**config.mk**
```make
export PLATFORM = sky130hd
export DESIGN_NAME = board_state_keeper
export DESIGN_NICKNAME = d
export VERILOG_FILES = /design/src/rtl/board_state_keeper.sv
export SDC_FILE = /design/constraint.sdc
export NUM_CORES = 1
export LEC_CHECK = 0
export CORE_ASPECT_RATIO = 0.9
export CORE_MARGIN = 1.5
export CORE_UTILIZATION = 40
export DETAILED_ROUTE_END_ITERATION = 6
export SLEW_MARGIN = 10
export SYNTH_ARGS = -nofsm -noshare
export SYNTH_HDL_FRONTEND = slang
export SYNTH_SLANG_ARGS = --single-unit
```
**constraint.sdc**
```tcl
create_clock -name clk -period 7.8 [get_ports clk]
set_input_delay 2.34 -clock clk [delete_from_list [all_inputs] [get_ports clk]]
set_output_delay 2.34 -clock clk [all_outputs]
set_load 0.02 [all_outputs]
```
**src/rtl/board_state_keeper.sv**
```systemverilog
// 10x10 game board with display read port, validated placement and
// sequential 4-in-a-row detection through the most recently placed cell.
module board_state_keeper #(
  parameter int BOARD_N = 10,
  parameter int WIN_LEN = 4,
  parameter int CELLS   = BOARD_N * BOARD_N
) (
  input  logic       clk,
  input  logic       rst,
  input  logic [6:0] addr,
  output logic [1:0] board_data,
  input  logic       new_game,
  input  logic       place_valid,
  input  logic [3:0] place_x,
  input  logic [3:0] place_y,
  output logic       place_ready,
  output logic       place_done,
  output logic       place_ok,
  output logic [1:0] turn,
  output logic [3:0] movTrig,
  output logic [3:0] movCirc,
  output logic [4:0] rpx,
  output logic [4:0] rpy,
  output logic       winCondition,
  output logic [4:0] scoreTri,
  output logic [4:0] scoreCirc
);

  typedef enum logic [2:0] {
    CLEAR, IDLE, CHECK, WRITE, SCAN, DONE
  } state_t;

  state_t state;

  logic [1:0] mem [CELLS];

  logic [6:0]        clr_idx;
  logic [3:0]        cx, cy;
  logic [1:0]        dir;
  logic              neg;
  logic [2:0]        step;
  logic [2:0]        cnt;
  logic signed [5:0] px, py;
  logic              ng_pend;

  logic              in_board;
  logic [6:0]        cell_addr;
  logic [1:0]        cell_val;
  logic              probe_in;
  logic [6:0]        probe_addr;
  logic              probe_match;
  logic              scan_win, walk_more, scan_end;
  logic [1:0]        ndir;
  logic signed [5:0] cxs, cys;
  logic              mem_we;
  logic [6:0]        mem_wa;
  logic [1:0]        mem_wd;

  // Axis step: 0 E-W, 1 N-S, 2 NE-SW, 3 NW-SE
  function automatic logic signed [5:0] dxf(input logic [1:0] d);
    return (d == 2'd1) ? 6'sd0 : 6'sd1;
  endfunction

  function automatic logic signed [5:0] dyf(input logic [1:0] d);
    logic signed [5:0] r;
    unique case (d)
      2'd0:    r = 6'sd0;
      2'd2:    r = -6'sd1;
      default: r = 6'sd1;
    endcase
    return r;
  endfunction

  always_comb begin
    cxs = $signed({2'b00, cx});
    cys = $signed({2'b00, cy});
    ndir = dir + 2'd1;
    in_board = (cx < 4'(BOARD_N)) && (cy < 4'(BOARD_N));
    cell_addr = 7'(cx) + 7'(cy) * 7'(BOARD_N);
    cell_val = in_board ? mem[cell_addr] : 2'b00;
    probe_in = !px[5] && !py[5]
            && (px[4:0] < 5'(BOARD_N))
            && (py[4:0] < 5'(BOARD_N));
    probe_addr = 7'(px[3:0]) + 7'(py[3:0]) * 7'(BOARD_N);
    probe_match = probe_in && (mem[probe_addr] == turn);
    scan_win = probe_match && (cnt == 3'(WIN_LEN - 1));
    walk_more = probe_match && (step != 3'(WIN_LEN - 2));
    scan_end = !scan_win && !walk_more && neg && (dir == 2'd3);
  end

  always_comb begin
    mem_we = (state == CLEAR) || (state == WRITE);
    mem_wa = (state == CLEAR) ? clr_idx : cell_addr;
    mem_wd = (state == CLEAR) ? 2'b00 : turn;
  end

  always_ff @(posedge clk) begin
    if (mem_we) mem[mem_wa] <= mem_wd;
  end

  // Nonblocking write makes a same-cycle read return the old value
  always_ff @(posedge clk or posedge rst) begin
    if (rst) board_data <= 2'b00;
    else if (state == CLEAR || addr >= 7'(CELLS)) board_data <= 2'b00;
    else board_data <= mem[addr];
  end

  always_ff @(posedge clk or posedge rst) begin
    if (rst) begin
      state        <= CLEAR;
      clr_idx      <= '0;
      cx           <= '0;
      cy           <= '0;
      dir          <= '0;
      neg          <= 1'b0;
      step         <= '0;
      cnt          <= '0;
      px           <= '0;
      py           <= '0;
      ng_pend      <= 1'b0;
      place_ready  <= 1'b0;
      place_done   <= 1'b0;
      place_ok     <= 1'b0;
      turn         <= 2'b01;
      movTrig      <= '0;
      movCirc      <= '0;
      rpx          <= '0;
      rpy          <= '0;
      winCondition <= 1'b0;
      scoreTri     <= '0;
      scoreCirc    <= '0;
    end else begin
      place_done <= 1'b0;
      if (new_game && state != IDLE) ng_pend <= 1'b1;
      unique case (state)
        CLEAR: begin
          clr_idx <= clr_idx + 7'd1;
          if (clr_idx == 7'(CELLS - 1)) begin
            state        <= IDLE;
            place_ready  <= 1'b1;
            movTrig      <= '0;
            movCirc      <= '0;
            rpx          <= '0;
            rpy          <= '0;
            winCondition <= 1'b0;
            turn         <= 2'b01;
          end
        end
        IDLE: begin
          if (new_game || ng_pend) begin
            ng_pend     <= 1'b0;
            clr_idx     <= '0;
            place_ready <= 1'b0;
            state       <= CLEAR;
          end else if (place_valid) begin
            cx          <= place_x;
            cy          <= place_y;
            place_ready <= 1'b0;
            state       <= CHECK;
          end
        end
        CHECK: begin
          if (!in_board || cell_val != 2'b00 || winCondition) begin
            place_ok   <= 1'b0;
            place_done <= 1'b1;
            state      <= DONE;
          end else begin
            state <= WRITE;
          end
        end
        WRITE: begin
          dir   <= 2'd0;
          neg   <= 1'b0;
          step  <= '0;
          cnt   <= 3'd1;
          px    <= cxs + dxf(2'd0);
          py    <= cys + dyf(2'd0);
          state <= SCAN;
        end
        SCAN: begin
          if (scan_win || scan_end) begin
            place_ok   <= 1'b1;
            place_done <= 1'b1;
            rpx        <= {1'b0, cx};
            rpy        <= {1'b0, cy};
            if (turn == 2'b01) begin
              if (movTrig != 4'hF) movTrig <= movTrig + 4'd1;
            end else begin
              if (movCirc != 4'hF) movCirc <= movCirc + 4'd1;
            end
            if (scan_win) begin
              winCondition <= 1'b1;
              if (turn == 2'b01) begin
                if (scoreTri != 5'h1F) scoreTri <= scoreTri + 5'd1;
              end else begin
                if (scoreCirc != 5'h1F) scoreCirc <= scoreCirc + 5'd1;
              end
            end else begin
              turn <= ~turn;
            end
            state <= DONE;
          end else if (walk_more) begin
            cnt  <= cnt + 3'd1;
            step <= step + 3'd1;
            px   <= neg ? px - dxf(dir) : px + dxf(dir);
            py   <= neg ? py - dyf(dir) : py + dyf(dir);
          end else begin
            step <= '0;
            if (!neg) begin
              neg <= 1'b1;
              cnt <= probe_match ? cnt + 3'd1 : cnt;
              px  <= cxs - dxf(dir);
              py  <= cys - dyf(dir);
            end else begin
              dir <= ndir;
              neg <= 1'b0;
              cnt <= 3'd1;
              px  <= cxs + dxf(ndir);
              py  <= cys + dyf(ndir);
            end
          end
        end
        DONE: begin
          place_ready <= 1'b1;
          state       <= IDLE;
        end
        default: state <= CLEAR;
      endcase
    end
  end

endmodule

```
### Word-level counts from Yosys, hierarchy flattened

Memories as Yosys holds them, arrays and structs flattened.
Cells that the tools add are included.

| storage, ports and cells | value |
|---|---|
| memories | 1 |
| input port bits | 19 |
| bits in writable memories | 200 |
| output and inout bits | 36 |
| word-level logic and storage cells | 225 |
| register bits | 76 |

| operators by class | value |
|---|---|
| multipliers | 2 |
| reductions and logical operators | 47 |
| equality and inequality tests | 35 |
| multiplexer cells | 90 |
| add/sub/neg operators | 19 |
| magnitude comparators | 5 |
| bitwise gates (word level) | 3 |

Memories:

| name | words | bits a word | read ports | clocked after Yosys merged registers in | write ports | line | RTL |
|---|---|---|---|---|---|---|---|
| mem | 100 | 2 | 3 | 0 | 1 | 35 | `logic [1:0] mem [CELLS];` |

Operators with widths:

| kind | number |
|---|---|
| $mux W6 | 19 |
| $pmux W6 S2 | 4 |
| $mux W3 | 11 |
| $mux W4 | 7 |
| $ne A2 B2 Y1 const B | 12 |
| $reduce_and A3 Y1 | 7 |
| $mux W1 | 20 |
| $pmux W5 S2 | 2 |
| $reduce_and A5 Y1 | 4 |
| $mux W2 | 9 |
| $pmux W3 S6 | 1 |
| $pmux W4 S2 | 2 |
| $mux W5 | 3 |
| $add A4 B7 Y7 | 2 |
| $mux W7 | 2 |
| $pmux W7 S2 | 1 |
| $add A6 B6 Y6 | 2 |
| $mul A4 B3 Y6 const B | 2 |
| $ne A4 B4 Y1 const B | 3 |
| $pmux W3 S2 | 2 |
| $reduce_and A4 Y1 | 3 |
| $sub A6 B6 Y6 | 2 |
| $logic_and A1 B1 Y1 | 11 |
| $add A5 B1 Y5 const B | 2 |
| 36 further kinds | 68 |

### Depth between registers and ports, before layout

Gate-level depths: netlist of the first run.

| depth | value |
|---|---|
| word-level depth | 18 |
| mapped depth | 20 |
| gate-level depth less buffers | 15 |

### Worst setup path before layout of the first run

No wires, ideal clock.

| timing path | value |
|---|---|
| path kind | input port to flip-flop |
| start | in addr[0] |
| end | reg board_data[1] |
| cell stages on the path | 9 |
| data arrival time | 5.006 ns |
| setup slack | 2.663 ns |
| path buffers | 3 |
| cells stage by stage | clkbuf_1 > buf_1 > buf_1 > mux4_2 > mux4_2 > mux2i_1 > o21ai_0 > a21oi_1 > nor2_1 |

| between the ends | value |
|---|---|
| longest elaborated chain between the ends | 3 |
| elaborated cells on any way between the ends | 4 |
| those cells by class | order compare (1); mux (1); reduce/logical (1); memory (1) |

Ends and longest elaborated chain:

| item | line | RTL |
|---|---|---|
| start: declaration | 10 | `input logic [6:0] addr,` |
| parallel branches: the longest is 2 deep, another holds $mem_v2 Z100 W2 | n/a |  |
| $mux W2 * | 104 | `else if (state == CLEAR \|\| addr >= 7'(CELLS)) board_data <= 2'b00;` |
| end signal: assignment | 105 | `else board_data <= mem[addr];` |
| end: declaration | 11 | `output logic [1:0] board_data,` |

Every way passes the cells marked *.
A chain may end at the register's enable or synchronous reset.

### Worst setup path in the final report of the first run

| timing path | value |
|---|---|
| start | reg px[1] |
| end | reg cnt[0] |

| between the ends | value |
|---|---|
| longest elaborated chain between the ends | 12 |
| elaborated cells on any way between the ends | 21 |
| those cells by class | add/sub (1); order compare (1); eq/ne (3); mux (3); reduce/logical (12); memory (1) |

Ends and longest elaborated chain:

| item | line | RTL |
|---|---|---|
| start: declaration | 43 | `logic signed [5:0] px, py;` |
| start signal: assignment | 176 | `px <= cxs + dxf(2'd0);` |
| start signal: assignment | 205 | `px <= neg ? px - dxf(dir) : px + dxf(dir);` |
| start signal: assignment | 212 | `px <= cxs - dxf(dir);` |
| $add A4 B7 Y7 or $lt A5 B4 Y1 (tied branches) | 84, 82 |  |
| $mem_v2 Z100 W2 or $logic_and A1 B1 Y1 (tied branches) | n/a |  |
| $eq A2 B2 Y1 or $logic_and A1 B1 Y1 (tied branches) | 85, 83 |  |
| $logic_and A1 B1 Y1 * | 85 | `probe_match = probe_in && (mem[probe_addr] == turn);` |
| $logic_and A1 B1 Y1, on equally long branches | 86, 87 |  |
| $logic_not A1 Y1 | 88 | `scan_end = !scan_win && !walk_more && neg && (dir == 2'd3);` |
| $logic_and A1 B1 Y1 (3 in a row) | 88 |  |
| $logic_or A1 B1 Y1 | 181 | `if (scan_win \|\| scan_end) begin` |
| $ne A2 B2 Y1 (no line) | n/a |  |
| $reduce_and A3 Y1 (no line) | n/a |  |
| end signal: assignment | 203 | `cnt <= cnt + 3'd1;` |
| end signal: assignment | 211 | `cnt <= probe_match ? cnt + 3'd1 : cnt;` |
| end: declaration | 42 | `logic [2:0] cnt;` |

Every way passes the cells marked *; elsewhere a longest branch is shown, timed or not. The select of a mux whose other input is x is not followed.

==> summary.md, run 1 <==
| Metric | Value |
|---|---|
| Total internal power | `2.52 mW` |
| Max-capacitance violation count | `0` |
| Worst rel slew slack | `28.7%` |
| Final critical-path share of the clock period | `71.4%` |
| Yosys top cell area share | `37.1%` |
| Number of antenna violations at the first check in global routing | `1` |
| Number of fillers in the final layout | `3654` |
| Post-synthesis share of cell area spent on and, or, nand and nor gates | `12.2%` |
| RSZ-0062 raised after global routing | `false` |
| Class of the most critical hold timing path | `reg -> reg` |
| Net switching fraction of the power | `27.7%` |
| Type of element launching the critical path | `flip-flop` |
| Detail Placement HPWL | `30.9 mm` |
| Starting density of the core | `40.7%` |
| Via density per instance | `6.01` |
| Fraction of the yosys area taken by sequential cells | `48.6%` |
| Worst hold stages | `2` |
| Count of pins over their slew limit | `0` |
| Clock net sink count | `274` |
| CTS buffer count | `31` |
| Synth cell count leaders | `200 x sky130_fd_sc_hd__edfxtp_1, 195 x sky130_fd_sc_hd__nor2_1, 120 x sky130_fd_sc_hd__mux4_2` |
| Clk slew on worst S/H paths | `60 ps` |
| First-pass GRT wire length | `70.6 mm` |
| Max Clk Rate | `180 MHz` |
| Xor and xnor fraction of the mapped netlist area | `2.22%` |
| Area grow syn2layout | `12.2%` |
| Critical path data arrival time | `6040 ps` |
| Pwr/cell area | `192 nW/um^2` |
| Share of cell area taken by muxes after synthesis | `20.9%` |
| Buffers added on ports | `52` |
| Iteration count of the initial detailed-routing pass | `5` |
| Final min period | `5570 ps` |
| Fin. Hold Viols | `0` |
| Share of the core filled with cells in the final layout | `45.7%` |
| Result of the run | `complete, no violations` |
| Worst endpoint required time | `8270 ps` |
| Setup TNS after final layout | `0 ps` |
| Number of vias in the routed layout | `11500` |
| Overall fraction of global-route tracks in use | `22.1%` |
| Maximum number of pins on one net before global-route repair | `101` |
| Number of resized instances in the post-cts repair step | `0` |
| Synth area leader | `sky130_fd_sc_hd__edfxtp_1` |
| Number of global-route vias before repair | `11400` |
| Worst-case vdd ir drop | `0.195 mV` |
| Switching power summed over all nets | `0.966 mW` |
| Number of enable flip-flop cells after synthesis | `200` |
| Drt first-iter violations | `1062` |
| Post-synthesis compound-gate area fraction | `8.34%` |
| Synthesized netlist cell count | `1328` |
| Cells taking the most area after synthesis | `sky130_fd_sc_hd__edfxtp_1 37%, sky130_fd_sc_hd__mux4_2 17%, sky130_fd_sc_hd__dfrtp_1 11%, sky130_fd_sc_hd__nor2_1 4.5%, sky130_fd_sc_hd__ha_1 3.8%` |
| Post-synthesis async set-or-reset flop share | `27.0%` |
| Most used DFF post-synth | `sky130_fd_sc_hd__edfxtp_1` |
| Largest family of logic cells by synthesized area | `multiplexers` |
| Depth of the worst register-to-register path | `15` |
| Most used standard cell by instance count after synthesis | `sky130_fd_sc_hd__edfxtp_1` |
| Number of remaining DRC errors | `0` |
| Congestion Overflow GR | `0` |
| Library cells used by synthesis | `70` |
| Later-pin clock latency in the skew report | `600 ps` |
| Number of endpoints failing setup at the final stage | `0` |
| Master cell of the clock root buffer | `sky130_fd_sc_hd__clkbuf_16` |
| Fin nets | `1426` |
| Count of synthesis-stage warnings from yosys | `0` |
| Setup crit end kind | `flip-flop` |
| Die Span Y | `194 um` |
| Core footprint | `39700 um^2` |
| Diode count | `0` |
| Final worst clock skew | `22.4 ps` |
| Hold buffer count at cts | `0` |
| Netlist Area Pre-Place | `16200 um^2` |
| Relative contribution of combinational cells to total power | `11.2%` |
| Leakage | `5.92 nW` |
| Sequential fraction of design power | `47.8%` |
| Routed wire length per instance | `24.0 um` |
| Post-synthesis adder-cell area fraction | `4.66%` |
| Die area | `41600 um^2` |
| Clock group share of total power | `41.0%` |
| Tightest Pin Transition | `1060 ps` |
| Level count of the clock H-tree | `1` |
| Worst-case clock buffer depth | `3` |
| Number of setup buffers added after CTS | `0` |
| Syn_area_per_cell | `12.2 um^2` |
| CTS tree | `yes` |
| Count of antenna-violating nets left after detailed routing | `0` |
| Number of top-level pins | `55` |
| Reg-to-reg slack, setup | `2230 ps` |
| Yosys reg bits | `274` |
| RD Place Congestion | `0.910` |
| Aggregate routed wire length | `45.8 mm` |
| Max Fanout on Critical Path | `35` |
| Share of post-route cells with drive strength above 1 | `16.4%` |
| Die Wd | `215 um` |
| Crit Path Class | `reg -> reg` |
| Placement Rows | `69` |
## path summary, 6_finish.rpt
kind	startpoint	endpoint
worst min-delay path	rpx[1]	rpx[1]
min in group asynchronous	rst	cx[1]
worst max register to register	px[1]	cnt[0]
max in group asynchronous	rst	cx[0]
worst max-delay path	px[1]	cnt[0]
worst min register to register	rpx[1]	rpx[1]
## power by group through the flow
stage	Combinational (mW)	Sequential (mW)	Clock [mW]
2_1_floorplan	0.249	1.67	0
3_3_place_gp	0.388	1.70	0
3_5_place_dp	0.391	1.70	0
4_1_cts	0.392	1.67	1.45
5_1_grt	0.423	1.67	1.51
6_report	0.391	1.67	1.43
## sequential cells by signal, indices dropped and copies added (netlist names), 5 cells and up
| name | flops |
|---|---|
| scoreCirc | 5 |
| px | 6 |
| clr_idx | 7 |
| scoreTri | 5 |
| mem | 200 |
| py | 6 |
## cells by family after synthesis
kind of cell | count (synthesis)
buf+inv | 118
other cells | 1
fa+ha+maj | 56
compound gates | 210
simple gates | 446
mux | 185
xor+xnor | 38
flops | 274
## routing by layer
metal,global-route usage [%],part of all wire [%],vias to the layer above
met5,0,0.042,-
met3,3.97,7.5,117
li1,-,-,5117
met4,7.67,3.7,2
met1,31.1,43,5767
met2,34.5,46,472
## final cells by class
type                    count  area (um^2)  share of cell area (%)
flip-flops and latches    274         7860                    43.3
clock inverters            25          210                    1.16
clock buffers              33          783                    4.32
well taps                 532          666                    3.67
repair buffers             67          626                    3.45
multi-input cells         937         7850                    43.3
inverters                  40          151                   0.834
## cells in the final DEF (no fill, tap or decap), types with 12 or more instances in the layout
cell type                         Yosys  layout
sky130_fd_sc_hd__ha_1                49      48
sky130_fd_sc_hd__clkinv_1             3      12
sky130_fd_sc_hd__clkbuf_16            0      31
sky130_fd_sc_hd__mux2_2              18      18
sky130_fd_sc_hd__edfxtp_1           200     200
sky130_fd_sc_hd__nand2_1            104     104
sky130_fd_sc_hd__o21ai_0             29      29
sky130_fd_sc_hd__dfrtp_1             73      71
sky130_fd_sc_hd__clkdlybuf4s50_1      0      50
sky130_fd_sc_hd__mux4_2             120     120
sky130_fd_sc_hd__xor2_1              12      12
sky130_fd_sc_hd__nand4_1             15      15
sky130_fd_sc_hd__mux2i_1             43      43
sky130_fd_sc_hd__a31oi_1             13      13
sky130_fd_sc_hd__inv_1               37      36
sky130_fd_sc_hd__nor3_1              54      52
sky130_fd_sc_hd__o211ai_1            12      12
sky130_fd_sc_hd__nand3_1             20      20
sky130_fd_sc_hd__a21oi_1             72      72
sky130_fd_sc_hd__nor2_1             195     194
sky130_fd_sc_hd__buf_4               10      16
sky130_fd_sc_hd__xnor2_1             24      24
## stage by stage
stage | worst slack, ps | total power [mW] | cells | hold slack [ps] | cell area, um^2
3_5_place_dp | 2320 | 2.09 | 1850 | 474 | 17200
4_1_cts | 2310 | 3.51 | 1908 | 489 | 18200
3_3_place_gp | 2410 | 2.08 | 1850 | 480 | 17200
2_1_floorplan | 2660 | 1.92 | 1329 | 476 | 16200
6_report | 2230 | 3.49 | 1908 | 487 | 18200
5_1_grt | 1920 | 3.61 | 1908 | 534 | 18200
## worst max-delay path: stages, from the launching register on
cell and delay (ps):
sky130_fd_sc_hd__dfrtp_1 390, sky130_fd_sc_hd__ha_1 190, sky130_fd_sc_hd__inv_1 60, sky130_fd_sc_hd__fa_2 1210, sky130_fd_sc_hd__buf_4 450, sky130_fd_sc_hd__mux2i_1 130
sky130_fd_sc_hd__mux4_2 470, sky130_fd_sc_hd__nor2_1 100, sky130_fd_sc_hd__or3_1 130, sky130_fd_sc_hd__o2111ai_1 230, sky130_fd_sc_hd__a21oi_1 310, sky130_fd_sc_hd__o21a_2 260
sky130_fd_sc_hd__nand2_1 550, sky130_fd_sc_hd__nand2_1 410, sky130_fd_sc_hd__nand4_1 200, sky130_fd_sc_hd__mux2_2 330
Power figures use the tool's default switching activity.
==> run 2, diff against run 1 <==
- clock period: 7.8 -> 4.66 ns (I/O delays scaled with it)
==> run 2 against run 1 <==
Net effect: via count grew 2.9%; critical path depth grew 1; largest cell class is now multi-input combinational cells; critical path type unchanged; sequential share of layout area shrank 1.3 points; critical endpoint is now py[1]; count of clock-buffer cells in the layout grew 11.
==> summary.md, run 2 (synthesis results as in run 1) <==
| Metric | Value |
|---|---|
| Result of the run | `complete, no violations` |
| Level count of the clock H-tree | `1` |
| Fin. Hold Viols | `0` |
| Placement Rows | `69` |
| Core footprint | `39700 um^2` |
| Aggregate routed wire length | `47.1 mm` |
| Congestion Overflow GR | `0` |
| Starting density of the core | `40.7%` |
| CTS buffer count | `30` |
| Iteration count of the initial detailed-routing pass | `5` |
| Reg-to-reg slack, setup | `220 ps` |
| Detail Placement HPWL | `33.0 mm` |
| Ordered cell list for the critical path | `ha_1, ha_1, buf_4, xor2_4, buf_4, mux2i_1, mux2_2, a311o_1, o22a_1, and3_1, o21a_2, nand2_1, buf_4, mux2i_1, o21ai_0, mux2_1` |
| Type of element launching the critical path | `flip-flop` |
| Worst-path cell with the longest stage delay | `sky130_fd_sc_hd__dfrtp_1` |
| Class of the most critical hold timing path | `reg -> reg` |
| Master cell of the clock root buffer | `sky130_fd_sc_hd__clkbuf_16` |
| Final worst clock skew | `61.4 ps` |
| Launch point of the worst path | `py[0]` |
| Max-capacitance violation count | `0` |
| Leakage | `6.22 nW` |
| Die Wd | `215 um` |
| Highest-count cells in the layout ignoring fill and taps | `200 x sky130_fd_sc_hd__edfxtp_1, 194 x sky130_fd_sc_hd__nor2_1, 120 x sky130_fd_sc_hd__mux4_2` |
| Number of vias in the routed layout | `11800` |
| Fin nets | `1466` |
| Die area | `41600 um^2` |
| Final min period | `4440 ps` |
| Most common cell after layout, fill and taps aside | `sky130_fd_sc_hd__edfxtp_1` |
| Maximum number of pins on one net before global-route repair | `101` |
| Via density per instance | `6.06` |
| Crit Path Class | `reg -> reg` |
| Number of remaining DRC errors | `0` |
| Hold WS | `498 ps` |
| Post-layout power | `6.17 mW` |
| Pwr/cell area | `330 nW/um^2` |
| Area used by sequential logic in the layout | `7860 um^2` |
| Number of endpoints failing setup at the final stage | `0` |
| Count of pins over their slew limit | `0` |
| Highest cell delay on the worst timing path | `430 ps` |
| Worst-case vdd ir drop | `0.293 mV` |
| CTS tree | `yes` |
| Number of global-route vias before repair | `11800` |
| Number of antenna violations at the first check in global routing | `1` |
| RD Place Congestion | `0.900` |
| Clock net sink count | `274` |
| R2R Path Start | `py[0]` |
| Setup crit end kind | `flip-flop` |
| Buffers added on ports | `52` |
| First-pass GRT wire length | `72.3 mm` |
| Top flop regs | `mem x200, clr_idx x7` |
| Overall fraction of global-route tracks in use | `22.6%` |
| Count of antenna-violating nets left after detailed routing | `0` |
| Final critical-path share of the clock period | `95.4%` |
| Number of top-level pins | `55` |
| Area of the multi-input gates | `7880 um^2` |
| Max Clk Rate | `225 MHz` |
| Diode count | `0` |
| Max Fanout on Critical Path | `20` |
| Clk slew on worst S/H paths | `60 ps` |
| Hold buffer count at cts | `0` |
| Tightest Pin Transition | `1080 ps` |
| Die Span Y | `194 um` |
| Worst endpoint required time | `5100 ps` |
| Later-pin clock latency in the skew report | `620 ps` |
| Worst rel slew slack | `28.3%` |
| Top register by number of flip-flops | `mem` |
| Worst-case clock buffer depth | `3` |
| Drt first-iter violations | `1208` |
| Critical path data arrival time | `4880 ps` |
| Number of fillers in the final layout | `3568` |
| Setup ws final | `216 ps` |
| Most numerous cell on the critical path | `sky130_fd_sc_hd__buf_4` |
| Worst setup slack after placement | `216 ps` |
| Start point of the worst hold path | `scoreCirc[3]` |
| Share of post-route cells with drive strength above 1 | `19.1%` |
| Area grow syn2layout | `15.6%` |
| Routed wire length per instance | `24.2 um` |
| Largest register FFs | `200` |
## run 2: cell types whose count changed in the layout (fill, tap and decap cells not counted), sizes merged
cell	previous run	this run
inv	39	36
clkbuf	33	44
clkinvlp	5	2
buf	17	58
bufinv	2	5
clkinv	19	9
## run 2: path summary, 6_finish.rpt
path,to,cells after the start
max in group asynchronous,px[0],3
max,py[1],16
max reg2reg,py[1],16
min reg2reg,scoreCirc[3],1
min,scoreCirc[3],1
min in group asynchronous,state[0],2
## run 2: layer usage
metal | share of wire [%] | up-vias | wire [um] | track usage [%]
li1 | - | 5188 | - | -
met1 | 42 | 5956 | 19900 | 31.5
met2 | 46 | 524 | 21700 | 35.6
met3 | 7.4 | 133 | 3490 | 3.72
met4 | 4.2 | 2 | 1960 | 8.63
met5 | 0.019 | - | 9 | 0
## run 2: metrics by stage
| stage | setup TNS, ps | cells | area [um^2] | util, % |
|---|---|---|---|---|
| 3_5_place_dp | 0 | 1889 | 17500 | 44.1 |
| 5_1_grt | -0.342 | 1947 | 18700 | 47.1 |
| 2_1_floorplan | 0 | 1329 | 16200 | - |
| 4_1_cts | 0 | 1945 | 18600 | 47.0 |
| 3_3_place_gp | 0 | 1889 | 17500 | 44.1 |
| 6_report | 0 | 1947 | 18700 | 47.1 |
## run 2: power breakdown
part / leakage [nW] / total (mW) / switching [mW] / internal [mW]
sequential: 2.43 / 2.79 / 0.0941 / 2.70
clock: 0.539 / 2.65 / 1.02 / 1.63
combinational: 3.25 / 0.725 / 0.506 / 0.220
total: 6.22 / 6.17 / 1.62 / 4.55
## run 2: critical path: cells and delay by family, from the launching register on
kind / cells / cell delay [ps]
mux: 4 / 910
compound gates: 4 / 890
buf+inv: 3 / 760
fa+ha+maj: 2 / 700
flops: 1 / 430
simple gates: 2 / 350
xor+xnor: 1 / 250
## run 2: what timing repair did
item / in CTS / in global routing
setup buffers: 0 / 1
hold endpoints to repair: 0 / 0
endpoints found under the setup margin: 0 / 2
gates resized for setup: 0 / 3
## run 2: final cells by class
class,instances,share of cell area [%]
inverter,40,0.809
clock buffer,44,4.85
timing repair buffer,108,5.50
clock inverter,12,1.14
multi-input combinational,937,42.1
sequential,274,42.0
tap,532,3.56
==> run 3, diff against run 2 <==
- CORE_UTILIZATION: 40 -> 34
==> run 3 against run 2 <==
Net effect: final cell count is 4.1% higher; setup slack got worse by 42 ps; sequential cell count did not move; count of clock-buffer cells in the layout is 5 lower; critical path type unchanged; largest cell class unchanged.
==> summary.md, run 3 (synthesis results as in run 1) <==
| Metric | Value |
|---|---|
| Worst rel slew slack | `27.2%` |
| CTS tree | `yes` |
| Top register by number of flip-flops | `mem` |
| Worst hold stages | `1` |
| Hold buffer count at cts | `0` |
| Aggregate routed wire length | `46.6 mm` |
| Top flop regs | `mem x200, clr_idx x7` |
| Start point of the worst hold path | `scoreTri[3]` |
| Leakage | `6.18 nW` |
| Maximum number of pins on one net before global-route repair | `101` |
| Master cell of the clock root buffer | `sky130_fd_sc_hd__clkbuf_16` |
| Via density per instance | `5.78` |
| Type of element launching the critical path | `flip-flop` |
| Drt first-iter violations | `1300` |
| Worst-case hold path end point | `scoreTri[3]` |
| Iteration count of the initial detailed-routing pass | `5` |
| Depth of the worst register-to-register path | `15` |
| Number of global-route vias before repair | `11800` |
| Routed wire length per instance | `23.0 um` |
| Clock net sink count | `274` |
| Result of the run | `complete, no violations` |
| Launch point of the worst path | `py[2]` |
| Class of the most critical hold timing path | `reg -> reg` |
| Share of the core filled with cells in the final layout | `39.9%` |
| Overall fraction of global-route tracks in use | `19.2%` |
| Share of post-route cells with drive strength above 1 | `18.8%` |
| First-pass GRT wire length | `71.8 mm` |
| Number of setup buffers added after CTS | `0` |
| Die Wd | `233 um` |
| Placement Rows | `75` |
| Core footprint | `46800 um^2` |
| Crit Path Class | `reg -> reg` |
| Worst-case vdd ir drop | `0.326 mV` |
| Area grow syn2layout | `15.6%` |
| CTS buffer count | `31` |
| Placed cell area | `17600 um^2` |
| Reg-to-reg slack, setup | `170 ps` |
| Congestion Overflow GR | `0` |
| Worst-case clock buffer depth | `3` |
| Setup crit end kind | `flip-flop` |
| Count of antenna-violating nets left after detailed routing | `0` |
| Number of endpoints failing setup at the final stage | `0` |
| Die area | `48900 um^2` |
| Clk slew on worst S/H paths | `60 ps` |
| Fin. Hold Viols | `0` |
| End of the worst register-to-register path | `py[1]` |
| Detail Placement HPWL | `32.2 mm` |
| Largest register FFs | `200` |
| Starting density of the core | `34.5%` |
| Most used routing layer in global routing | `met2` |
| Global-route track usage on met3 | `3.86%` |
| R2R Path Start | `py[2]` |
| Routing usage on met2 | `30.1%` |
| Tightest Pin Transition | `1090 ps` |
| Count of pins over their slew limit | `0` |
| Level count of the clock H-tree | `1` |
| Later-pin clock latency in the skew report | `580 ps` |
| Worst endpoint required time | `5110 ps` |
| Max Fanout on Critical Path | `20` |
| Max-capacitance violation count | `0` |
| RD Place Congestion | `0.906` |
| Number of vias in the routed layout | `11700` |
| Number of remaining DRC errors | `0` |
| Grt met1 use | `26.3%` |
| Number of top-level pins | `55` |
| Number of antenna violations at the first check in global routing | `1` |
| Max Clk Rate | `223 MHz` |
| Final min period | `4490 ps` |
| Final worst clock skew | `20.9 ps` |
| Pwr/cell area | `325 nW/um^2` |
| Buffers added on ports | `52` |
| Most common cell after layout, fill and taps aside | `sky130_fd_sc_hd__edfxtp_1` |
| Critical path data arrival time | `4940 ps` |
| Final critical-path share of the clock period | `96.3%` |
| Highest-count cells in the layout ignoring fill and taps | `200 x sky130_fd_sc_hd__edfxtp_1, 194 x sky130_fd_sc_hd__nor2_1, 120 x sky130_fd_sc_hd__mux4_2` |
| Area of all placed cells without fillers | `18700 um^2` |
| Die Span Y | `210 um` |
| Fin nets | `1463` |
-- run 3: how the worst max path moves through the flow --
| stage | slack, ps | endpoint | cells past startpoint |
|---|---|---|---|
| 2_1_floorplan | 460 | board_data[1] | 9 |
| 3_3_place_gp | 290 | py[1] | 14 |
| 3_5_place_dp | 230 | py[1] | 14 |
| 4_1_cts | 210 | py[1] | 14 |
| 5_1_grt | -10 | py[1] | 15 |
| 6_report | 170 | py[1] | 15 |
-- run 3: report_power, final --
group / leakage [nW] / internal [mW] / switching (mW) / total, mW
Combinational: 3.22 / 0.212 / 0.497 / 0.709
Sequential: 2.44 / 2.70 / 0.0942 / 2.79
Clock: 0.532 / 1.56 / 1.00 / 2.57
-- run 3: metrics by stage --
step,hold slack (ps),TNS [ps],instances,setup slack (ps),power [mW]
final,501,0,2027,174,6.07
after global routing,523,-14.8,2026,-14.8,6.26
after CTS,506,0,2026,209,6.11
after detailed placement,495,0,1971,233,3.54
after global placement,485,0,1971,290,3.54
after floorplan,476,0,1329,465,3.22
-- run 3: worst max-delay path, stage by stage, from the launching register on --
cell and delay [ps]:
sky130_fd_sc_hd__dfrtp_1 420, sky130_fd_sc_hd__ha_1 300, sky130_fd_sc_hd__ha_1 530, sky130_fd_sc_hd__xor2_4 300
sky130_fd_sc_hd__buf_4 300, sky130_fd_sc_hd__mux4_2 530, sky130_fd_sc_hd__nor2_1 140, sky130_fd_sc_hd__or3_1 140
sky130_fd_sc_hd__o2111ai_1 150, sky130_fd_sc_hd__and3_1 240, sky130_fd_sc_hd__o21a_2 260, sky130_fd_sc_hd__nand2_1 140
sky130_fd_sc_hd__buf_4 290, sky130_fd_sc_hd__mux2i_1 210, sky130_fd_sc_hd__o21ai_0 90, sky130_fd_sc_hd__mux2_1 320
-- run 3: area by class of cell --
type                            count  area, um^2
Fill cell                        4316       28100
Multi-Input combinational cell    937        7870
Sequential cell                   274        7860
Timing Repair Buffer              104         978
Clock buffer                       39         856
Tap cell                          616         771
Clock inverter                     16         210
Inverter                           40         151
Antenna cell                        1        2.50
-- run 3: metal layers --
| metal | part of all wire (%) | vias up | routed length (um) |
|---|---|---|---|
| met5 | 0 | - | 0 |
| met4 | 4.1 | 0 | 1920 |
| met3 | 8.1 | 110 | 3760 |
| met2 | 46 | 506 | 21500 |
| met1 | 42 | 5916 | 19400 |
| li1 | - | 5182 | - |
-- run 3: timing repair --
action / in CTS / in global routing
endpoints found under the setup margin: 0 / 2
resized for setup: 0 / 1
endpoints found under the hold margin: 0 / 0
